`src/rtl/ifetch_unit.sv`:
```
// ifetch_unit: fetch initiator for a combinational-read, byte-addressed,
// little-endian instruction memory.
//
// Owns the PC and presents it on `address` every cycle. The word returned on
// `ins_in` is captured together with its PC into a one-entry output stage
// that hands instructions to decode over a valid/ready handshake. A redirect
// from execute replaces the PC and flushes the output stage. A misaligned or
// out-of-range PC halts fetch in a FAULT state until a legal redirect arrives.
//
// Ports:
//   clk, rst_n        clock, asynchronous active-low reset
//   address           byte address to memory (the current PC)
//   ins_in            memory read data for `address`
//   redirect_valid/pc redirect request from execute
//   out_valid/ready   handshake to decode
//   out_ins, out_pc   fetched instruction and its byte address
//   fault             fetch halted on an illegal PC
//
// Optional build macro IFETCH_PERF_EN adds fetch_count (captures) and
// stall_count (RUN cycles held by decode backpressure), both wrapping.

module ifetch_unit #(
    parameter logic [31:0] RESET_PC  = 32'h0,
    parameter int          MEM_BYTES = 400
) (
    input  logic        clk,
    input  logic        rst_n,
    output logic [31:0] address,
    input  logic [31:0] ins_in,
    input  logic        redirect_valid,
    input  logic [31:0] redirect_pc,
    output logic        out_valid,
    input  logic        out_ready,
    output logic [31:0] out_ins,
    output logic [31:0] out_pc,
    output logic        fault
`ifdef IFETCH_PERF_EN
    ,
    output logic [31:0] fetch_count,
    output logic [31:0] stall_count
`endif
);

    localparam logic [31:0] NOP = 32'h00000013;

    typedef enum logic {RUN = 1'b0, FAULT = 1'b1} state_t;

    state_t      r_state;
    logic [31:0] r_pc;

    logic w_pc_ok;
    logic w_redirect_ok;
    logic w_slot_free;
    logic w_capture;

    // Legal iff word aligned and the whole word lies inside memory. The
    // bound is checked in 33 bits so a PC near 2^32 cannot wrap into range.
    function automatic logic pc_legal(input logic [31:0] p);
        return (p[1:0] == 2'b00) &&
               (({1'b0, p} + 33'd3) < 33'(MEM_BYTES));
    endfunction

    assign address       = r_pc;
    assign w_pc_ok       = pc_legal(r_pc);
    assign w_redirect_ok = pc_legal(redirect_pc);
    assign w_slot_free   = !out_valid || out_ready;
    assign w_capture     = (r_state == RUN) && !redirect_valid && w_slot_free && w_pc_ok;

    always_ff @(posedge clk or negedge rst_n) begin
        if (!rst_n) begin
            r_state   <= RUN;
            r_pc      <= RESET_PC;
            out_valid <= 1'b0;
            out_ins   <= NOP;
            out_pc    <= 32'h0;
            fault     <= 1'b0;
        end else begin
            case (r_state)
                RUN: begin
                    if (redirect_valid) begin
                        // Redirect flushes the held entry even if decode
                        // takes it this cycle; no capture on this edge.
                        r_pc      <= redirect_pc;
                        out_valid <= 1'b0;
                    end else if (w_slot_free && !w_pc_ok) begin
                        r_state   <= FAULT;
                        out_valid <= 1'b0;
                        fault     <= 1'b1;
                    end else if (w_capture) begin
                        out_ins   <= ins_in;
                        out_pc    <= r_pc;
                        out_valid <= 1'b1;
                        r_pc      <= r_pc + 32'd4;
                    end
                    // else: stalled by decode, everything holds
                end
                FAULT: begin
                    if (redirect_valid && w_redirect_ok) begin
                        r_pc    <= redirect_pc;
                        fault   <= 1'b0;
                        r_state <= RUN;
                    end
                end
                default: r_state <= FAULT;
            endcase
        end
    end

`ifdef IFETCH_PERF_EN
    logic w_stall;
    assign w_stall = (r_state == RUN) && out_valid && !out_ready;

    always_ff @(posedge clk or negedge rst_n) begin
        if (!rst_n) begin
            fetch_count <= 32'h0;
            stall_count <= 32'h0;
        end else begin
            if (w_capture) fetch_count <= fetch_count + 32'd1;
            if (w_stall)   stall_count <= stall_count + 32'd1;
        end
    end
`endif

endmodule

```
`config.mk`:
```
export PLATFORM = sky130hd
export DESIGN_NAME = ifetch_unit
export DESIGN_NICKNAME = d
export VERILOG_FILES = /design/src/rtl/ifetch_unit.sv
export SDC_FILE = /design/constraint.sdc
export NUM_CORES = 1
export LEC_CHECK = 0
export CORE_MARGIN = 4
export CORE_UTILIZATION = 46
export CTS_BUF_LIST = sky130_fd_sc_hd__clkbuf_4 sky130_fd_sc_hd__clkbuf_8 sky130_fd_sc_hd__clkbuf_16
export DETAILED_ROUTE_END_ITERATION = 10
export GPL_ROUTABILITY_DRIVEN = 0
export MAX_ROUTING_LAYER = met4
export PLACE_DENSITY = 0.81
export SLEW_MARGIN = 40
export SYNTH_ARGS = -nofsm -noshare
export SYNTH_HDL_FRONTEND = slang
export SYNTH_SLANG_ARGS = --single-unit
```
`constraint.sdc`:
```
create_clock -name clk -period 3.66 [get_ports clk]
set_input_delay 0.732 -clock clk [delete_from_list [all_inputs] [get_ports clk]]
set_output_delay 0.732 -clock clk [all_outputs]
set_load 0.03 [all_outputs]
```
==> results of run 1 <==
==> cell usage after synthesis (all sizes together) (4+ instances only) <==
library cell / instances
a21oi: 11
a31oi: 6
a41oi: 4
and2: 27
and4: 4
buf: 18
clkbuf: 6
dfrtp: 96
inv: 14
mux2: 33
nand2: 72
nand2b: 4
nand3: 16
nand4: 18
nor2: 24
nor3: 16
nor3b: 5
nor4: 16
o21ai: 25
o22a: 5
or3: 4
xnor2: 4
==> routing by layer <==
metal | part of all wire (%) | GRT usage (%)
met1 | 40 | 31.12
met4 | 2.2 | 9.084
met2 | 48 | 41.82
met5 | 0 | -
met3 | 9.2 | 6.630
==> sequential cells by signal (all words and copies together), names as in the netlist <==
register / flops
address: 32
r_state: 1
out_pc: 32
out_valid: 1
out_ins: 32
fault: 1
==> per-stage QoR <==
step	hold slack [ps]	util (%)	worst slack, ps	TNS [ps]
4_1_cts	460.6	68.46	236.7	0
3_5_place_dp	469.1	66.65	-143.8	-1221
2_1_floorplan	436.4	-	629.4	0
5_1_grt	352.8	68.52	28.96	0
3_3_place_gp	459.6	66.65	18.76	0
6_report	331.5	68.52	194.5	0
==> worst max-delay path by stage <==
stage,to,slack [ps],cells past startpoint
final,address[23]$_DFFE_PN0P_,190,10
after global placement,address[20]$_DFFE_PN0P_,20,10
after global routing,address[31]$_DFFE_PN0P_,30,10
after floorplan,address[14]$_DFFE_PN0P_,630,9
after detailed placement,address[23]$_DFFE_PN0P_,-140,10
after CTS,address[23]$_DFFE_PN0P_,240,10
==> cell type report <==
class | instances | area [um^2]
fill | 827 | 3264
sequential | 99 | 2481
multi-input combinational | 350 | 2268
timing repair buffer | 199 | 1946
tap | 136 | 170.2
clock buffer | 9 | 123.9
clock inverter | 7 | 63.81
inverter | 14 | 52.55
==> kinds of logic after synthesis <==
logic type,Yosys count,synth area share [%]
mux,35,7.954
simple gates,221,24.37
compound gates,88,12.55
flops,99,50.39
fa+ha+maj,1,0.2541
xor+xnor,5,0.8894
buf+inv,38,3.583
==> power groups by stage <==
stage          clock, mW  combinational, mW  sequential, mW
2_1_floorplan          0              0.563            1.90
3_3_place_gp           0               1.66            1.57
3_5_place_dp           0               1.70            1.58
4_1_cts            0.696               1.71            1.56
5_1_grt            0.755               1.82            1.60
6_report           0.686               1.71            1.58
==> repair_timing <==
action,CTS,global route
endpoints found under the setup margin,0,5
endpoints found under the hold margin,0,0
gates resized for setup,0,2
==> impl_metrics.yaml, run 1 <==
setup_path:
  timing.reg2reg.setup_slack_ps: 250
  reg2reg_from: "address[23]$_DFFE_PN0P_"
  r2r-end: "out_ins[25]$_DFFE_PN0P_"
  cp_slowest_cell: "or4_1"
  critPathLaunch: "redirect_pc[0]"
  path_max_fanout: 7
  crit_buf_inv: 2
  end_kind: "register"
  arrival_ps: 3760
  path_cells: "clkdlybuf4s50_1 > o211ai_2 > or4_1 > a2111oi_1 > o211ai_1 > nor4_4 > nand2b_1 > o21ai_1 > buf_4 > o21ai_1"
  path_class: "input port to register"
  cp_slowest_stage_delay_ps: 620
  cp.required_ps: 3960
  path_common_cell: "o21ai_1"
  ff2ff_path_depth: 8
  crit_family: "simple AND/OR/NAND/NOR gates"
  startpoint_type: "input port"
detailed_routing:
  first_pass_iters: 5
  dr_total_vias: 4775
  ant_nets: 0
  avgViaCountPerCell: 5.866
  drc_errors: 0
  routedWlPerCell_um: 19.02
  drtIter0Drc: 425
  finalWirelength_um: 15480
final_layout:
  antenna_cells: 0
  mostFrequentLayoutCell: "clkdlybuf4s50_1"
  drive_gt1_share_pct: 14.75
  layout_common_cells: "164 x clkdlybuf4s50_1, 96 x dfrtp_1, 72 x nand2_1"
  stdcell_area_um2: 7106
  area_delta_synth_final_pct: 44.32
  fin_cells: 814
  fin_nets: 742
timing:
  final_hold_viol_count: 0
  slew_viol_final: 0
  period_minus_slack_ps: 3465
  setup_viol: 0
  rsz0062_at_grt: "no"
  worst_slew_pin_slew_ps: 580.7
  timing.fmax_ghz: 0.2886
  relSlewSlack_pct: 61.28
  finClkSkew_ps: 11.03
  finalCritPeriodShare_pct: 94.69
global_routing:
  grt_pass1_vias: 4963
  grt_max_degree: 63
  grt_usage_pct: 25.69
  antenna_found_initial: 0
  grt_first_pass_wirelength_um: 25220
  grt.overflow.total: 0
die:
  die_w_um: 111.5
  core_um2: 10370
  start_util_pct: 47.48
  io_pins: 166
  rows: 37
  dieArea_um2: 12420
  die_y_um: 111.5
power:
  seq_power_share_pct: 39.7
  p_total_mw: 3.974
  combPwrFrac_pct: 43.1
  power_switching_share_pct: 42.79
  power_switching_mw: 1.701
  internal-power_mw: 2.274
  pwr-share-clk_pct: 17.3
  power_leakage_nw: 2.991
  peakVddDrop_mv: 0.3327
  p_per_area_nw_per_um2: 559.3
synthesis:
  synth.area.top_cells: "dfrtp_1 49%, mux2_2 7.5%, nand2_1 5.5%, and2_1 3.4%, nand4_1 2.0%"
  ys_seq_area_share_pct: 50.39
  synthDistinctLibCells: 66
  ys_warn_count: 0
  netlist_instances: 487
  synth.avg_cell_area_um2: 10.11
  synthesis.nets: 556
  synth_ff_type: "dfrtp_1"
  async_reset_ff_share_pct: 100.0
  synth-edff-count: 0
  syn_area_um2: 4923
  ys_ff_latch: 99
  synth_top_area_share_pct: 48.79
  yosysTopAreaCell: "dfrtp_1"
clock_tree:
  clk_pin_slew_ps: 100
  h-tree-depth: 3
  cts_buffers: 9
  clkLatencyLatePin_ps: 370
  postCtsHoldBufs: 0
  cts.sinks: 99
  postCtsSetupRepairBufs: 0
  clock_path_buffers: 2
  clock_tree.root_cell: "clkbuf_8"
  cts_tree: "built"
placed_design:
  io_buffers: 165
  placed_cells: 798
  post-dp-hpwl_um: 11630
  dpl_cell_area_um2: 6912
hold_path:
  hold_path.class: "input port to async pin"
job:
  cap_viol_max_count: 0
status:
  outcome: "complete, no violations"
No activity file was read; power rests on OpenSTA's default activity.
==> run 2, diff against run 1 <==
CORE_UTILIZATION = 63   (was 46)
DONT_BUFFER_PORTS = 1   (was unset)
PLACE_DENSITY = unset   (was 0.81)
PLACE_DENSITY_LB_ADDON = 0.2   (was unset)
==> run 2 against run 1 <==
- maximum frequency about the same
- critical path type is now register to register
- via count fell by 16%
- die area decreased by 25%
- power fell by 11%
- sequential power increased by 9%
- highest routed layer unchanged
- utilization grew 3.5 points
- global-route usage rose by 4.9 points
==> impl_metrics.yaml, run 2 (synthesis gave the netlist of run 1 again) <==
timing:
  finalCritPeriodShare_pct: 94.75
  rsz0062_at_grt: "no"
  final_hold_viol_count: 0
  finClkSkew_ps: 16.91
  timing.fmax_ghz: 0.2884
  period_minus_slack_ps: 3468
  relSlewSlack_pct: 55.89
  setup_viol: 0
  worst_slew_pin_slew_ps: 659.2
  hold_ws_ps: 48.25
  slew_viol_final: 0
  setup_tns_ps: 0
detailed_routing:
  dr_total_vias: 4002
  first_pass_iters: 7
  avgViaCountPerCell: 6.615
  ant_nets: 0
  finalWirelength_um: 13440
  routedWlPerCell_um: 22.22
  drc_errors: 0
  drtIter0Drc: 356
die:
  rows: 31
  core_um2: 7408
  io_pins: 166
  die_w_um: 96.40
  start_util_pct: 66.46
  dieArea_um2: 9293
  die_y_um: 96.40
final_layout:
  fin_nets: 570
  stdcell_area_um2: 5335
  antenna_cells: 0
  drive_gt1_share_pct: 18.38
  fin_cells: 605
  mostFrequentLayoutCell: "dfrtp_1"
  layout_common_cells: "96 x dfrtp_1, 72 x nand2_1, 33 x mux2_2"
  area_delta_synth_final_pct: 8.361
power:
  power_switching_share_pct: 44.28
  internal-power_mw: 1.967
  pwr-share-clk_pct: 19.4
  power_switching_mw: 1.563
  combPwrFrac_pct: 32.0
  p_per_area_nw_per_um2: 661.6
  peakVddDrop_mv: 0.2999
  power_leakage_nw: 2.327
  seq_power_share_pct: 48.6
setup_path:
  cp.required_ps: 3900
  path_class: "register to register"
  reg2reg_from: "address[16]$_DFFE_PN0P_"
  path_max_fanout: 40
  end_kind: "register"
  startpoint_type: "register"
  critPathLaunch: "address[16]$_DFFE_PN0P_"
  arrival_ps: 3710
clock_tree:
  postCtsSetupRepairBufs: 0
  post_cts_resized: 0
  clock_path_buffers: 2
  cts.sinks: 99
  clock_tree.root_cell: "clkbuf_8"
  h-tree-depth: 3
  clkLatencyLatePin_ps: 370
  cts_tree: "built"
  cts_buffers: 9
  postCtsHoldBufs: 0
  clk_pin_slew_ps: 110
global_routing:
  grt_max_degree: 100
  grt_pass1_vias: 3867
  grt.overflow.total: 0
  grt_usage_pct: 30.58
  antenna_found_initial: 0
  grt_first_pass_wirelength_um: 20820
hold_path:
  hold_path.class: "input port to async pin"
placed_design:
  dpl_cell_area_um2: 5139
  post-dp-hpwl_um: 9994
  io_buffers: 0
  placed_cells: 589
job:
  cap_viol_max_count: 0
status:
  outcome: "complete, no violations"
==> run 2: worst paths after layout <==
check,end,slack (ps),cells after the start
setup / recovery,out_ins[5]$_DFFE_PN0P_,190,8
hold / removal,out_pc[6]$_DFFE_PN0P_,50,0
setup reg to reg,out_ins[5]$_DFFE_PN0P_,190,8
hold reg to reg,out_pc[7]$_DFFE_PN0P_,690,2
max in group asynchronous,out_ins[4]$_DFFE_PN1P_,3390,0
min in group clk,address[27]$_DFFE_PN0P_,470,2
==> run 2: metrics by stage <==
stage / worst slack (ps) / total power [mW] / util [%]
floorplan: 629.4 / 2.467 / -
finish: 192.0 / 3.530 / 72.01
global placement: 330.8 / 2.813 / 69.36
CTS: 318.2 / 3.530 / 71.96
detailed placement: 279.3 / 2.847 / 69.36
global route: 58.12 / 3.707 / 72.01
==> run 2: cell type report <==
cell class / instances / area [um^2]
sequential: 99 / 2481
multi-input combinational: 350 / 2270
fill: 564 / 2073
timing repair buffer: 27 / 215.2
clock buffer: 10 / 137.6
tap: 99 / 123.9
clock inverter: 6 / 55.05
inverter: 14 / 52.55
==> run 2: power groups by stage <==
stage	logic [mW]	clock network, mW	registers, mW
final	1.13	0.685	1.72
after global routing	1.21	0.749	1.75
after CTS	1.12	0.700	1.71
after detailed placement	1.11	0	1.73
after global placement	1.09	0	1.72
after floorplan	0.563	0	1.90
==> run 2: worst max-delay path, cell delays in order, from the launching register on <==
cell and delay [ps]:
dfrtp_1 620, nand3_1 270, nor2_1 580, nand4_1 280, mux2i_1 230, nand3_1 350, nor3_4 360, buf_12 260
mux2_2 370
==> run 2: metal layers <==
metal / vias to the layer above / share of wire (%) / global-route usage, %
met2: 261 / 46 / 44.68
met5: - / 0 / -
met1: 1904 / 39 / 41.81
li1: 1807 / - / -
met3: 30 / 13 / 8.598
met4: 0 / 2.1 / 9.579
==> edit: new RTL, settings of run 1 <==
Add a define of `IFETCH_PERF_EN`.
--- a/src/rtl/ifetch_unit.sv
+++ b/src/rtl/ifetch_unit.sv
@@ -20,2 +20,4 @@
 // stall_count (RUN cycles held by decode backpressure), both wrapping.
+
+`define IFETCH_PERF_EN
 
Behaviour (old outputs only; new: fetch_count and stall_count): unchanged (Yosys induction, for registers that start in step).
==> edit against run 1 <==
Clock power grew to 2.7 times the old value; critical path depth is the same; power down 3.3%; critical path type is now register to register; cell area up 63%; sequential cell count increased by 64; count of clock-buffer cells in the layout grew 11; synthesized cell count grew 51%; highest routed layer unchanged; worst setup slack got worse by 0.036 ns; register-to-register slack lost 0.09 ns; global-route usage decreased by 0.70 points; combinational power is 89% lower; synthesized area rose by 60%; die area is 55% higher; routed wire length grew 52%.
==> edit: results (changes against run 1) <==
post-synth net total=805 (+45%); placed insts=1227 (+54%); initial drt markers=542 (+28%); critical path capture point=out_ins[11]; #MultiIn Comb=530 (+51%); worst vdd ir=0.3488 mV (+4.8%); Worst path max stage delay=0.56 ns (-0.06 ns); Pre-antenna DRT Iters=6 (+1); vias per cell=5.726 (-2.4%); Mapped Cells=734 (+51%); multi-input gate share of the layout cell area=31.27% (-0.66 points); Critical Path AT=3.81 ns (+0.05 ns); nonclk inv count=12 (-2); Clock Pin Slew Worst Setup and Hold Paths=0.07 ns (-0.03 ns); complex-gate fraction of the synthesized area=7.767% (-4.8 points); CP max FO=24 (+17); root buffer cell=clkbuf_16; slew margin rel.=58.87% (-2.4 points); worst-skew pair later-pin latency=0.42 ns (+0.05 ns); layout clock buffer count=20 (+11); Setup CP Type=register to register; wire per inst=18.67 µm (-1.8%); Synth cell types=62 (-6.1%); Post-synth top cells=dfrtp_1 (160), mux2_2 (58), nand2_1 (50), xnor2_1 (50), nor2_1 (46); fin nets=1098 (+48%); XOR/XNOR Fraction of Synth Area=7.116% (+6.2 points); clk tree area frac=5.287% (+2.6 points); Signal buffers=303 (+52%); worst r2r src=address[2]; status=finished clean; DP HPWL=17430 µm (+50%); skew final=0.01502 ns (+0.003988 ns); Total GRT Usage=24.99% (-0.70 points); Gate power share=5.0% (-38 points); fillers=1246 (+51%); Seq area share=35.37% (+0.46 points); Power Clock=1.85 mW (+170%); top cells by area, synth=dfrtp_1 (51%), mux2_2 (8.3%), xnor2_1 (5.6%), nand4_1 (3.0%), nand3_1 (2.9%); fraction of synthesized area in multiplexers=8.291% (+0.34 points); antenna cell count=1 (+1); first-pass GRT wire length=38320 µm (+52%); Port Buffers=229 (+39%); share of cells above drive strength 1=17.69% (+2.9 points); fin util=69.15% (+0.63 points); CP max stage cell=or4_4; final total power=3.842 mW (-3.3%); DR vias=7221 (+51%); vias in the first global route=7306 (+47%); adder-cell share of the synthesized area=0.4765% (+0.22 points); Reg2Reg Setup Slack=0.16 ns (-0.09 ns); Leak Pwr=5.065 nW (+69%); DP Worst Slack=-0.1575 ns (-0.01373 ns); initial antenna violation count=1 (+1)
[edit: changes by cell type after synthesis, sizes merged, moves of 21 or more]
cell and delta:
dfrtp +64, xnor2 +46, nand3 +29, and3 +27
mux2 +25, nor2b +24, nand2 -22, nor2 +22
and2 -21, nand4 +21
[edit: worst min-delay path by stage]
stage                      end  slack, ns  depth (start not counted)             from
5_1_grt            out_ins[12]       0.15                          1            rst_n
4_1_cts             out_ins[7]       0.38                          1            rst_n
6_report           out_ins[12]       0.15                          1            rst_n
2_1_floorplan       address[0]       0.44                          0            rst_n
3_3_place_gp        out_pc[10]       0.48                          1       out_pc[10]
3_5_place_dp   stall_count[21]       0.48                          1  stall_count[21]
[edit: routing by layer]
layer / share of wire (%) / track usage (%) / up-vias
li1: - / - / 3284
met1: 41 / 31.23 / 3471
met2: 47 / 39.02 / 382
met3: 8.7 / 6.586 / 84
met4: 3.6 / 9.938 / 0
met5: 0 / - / -
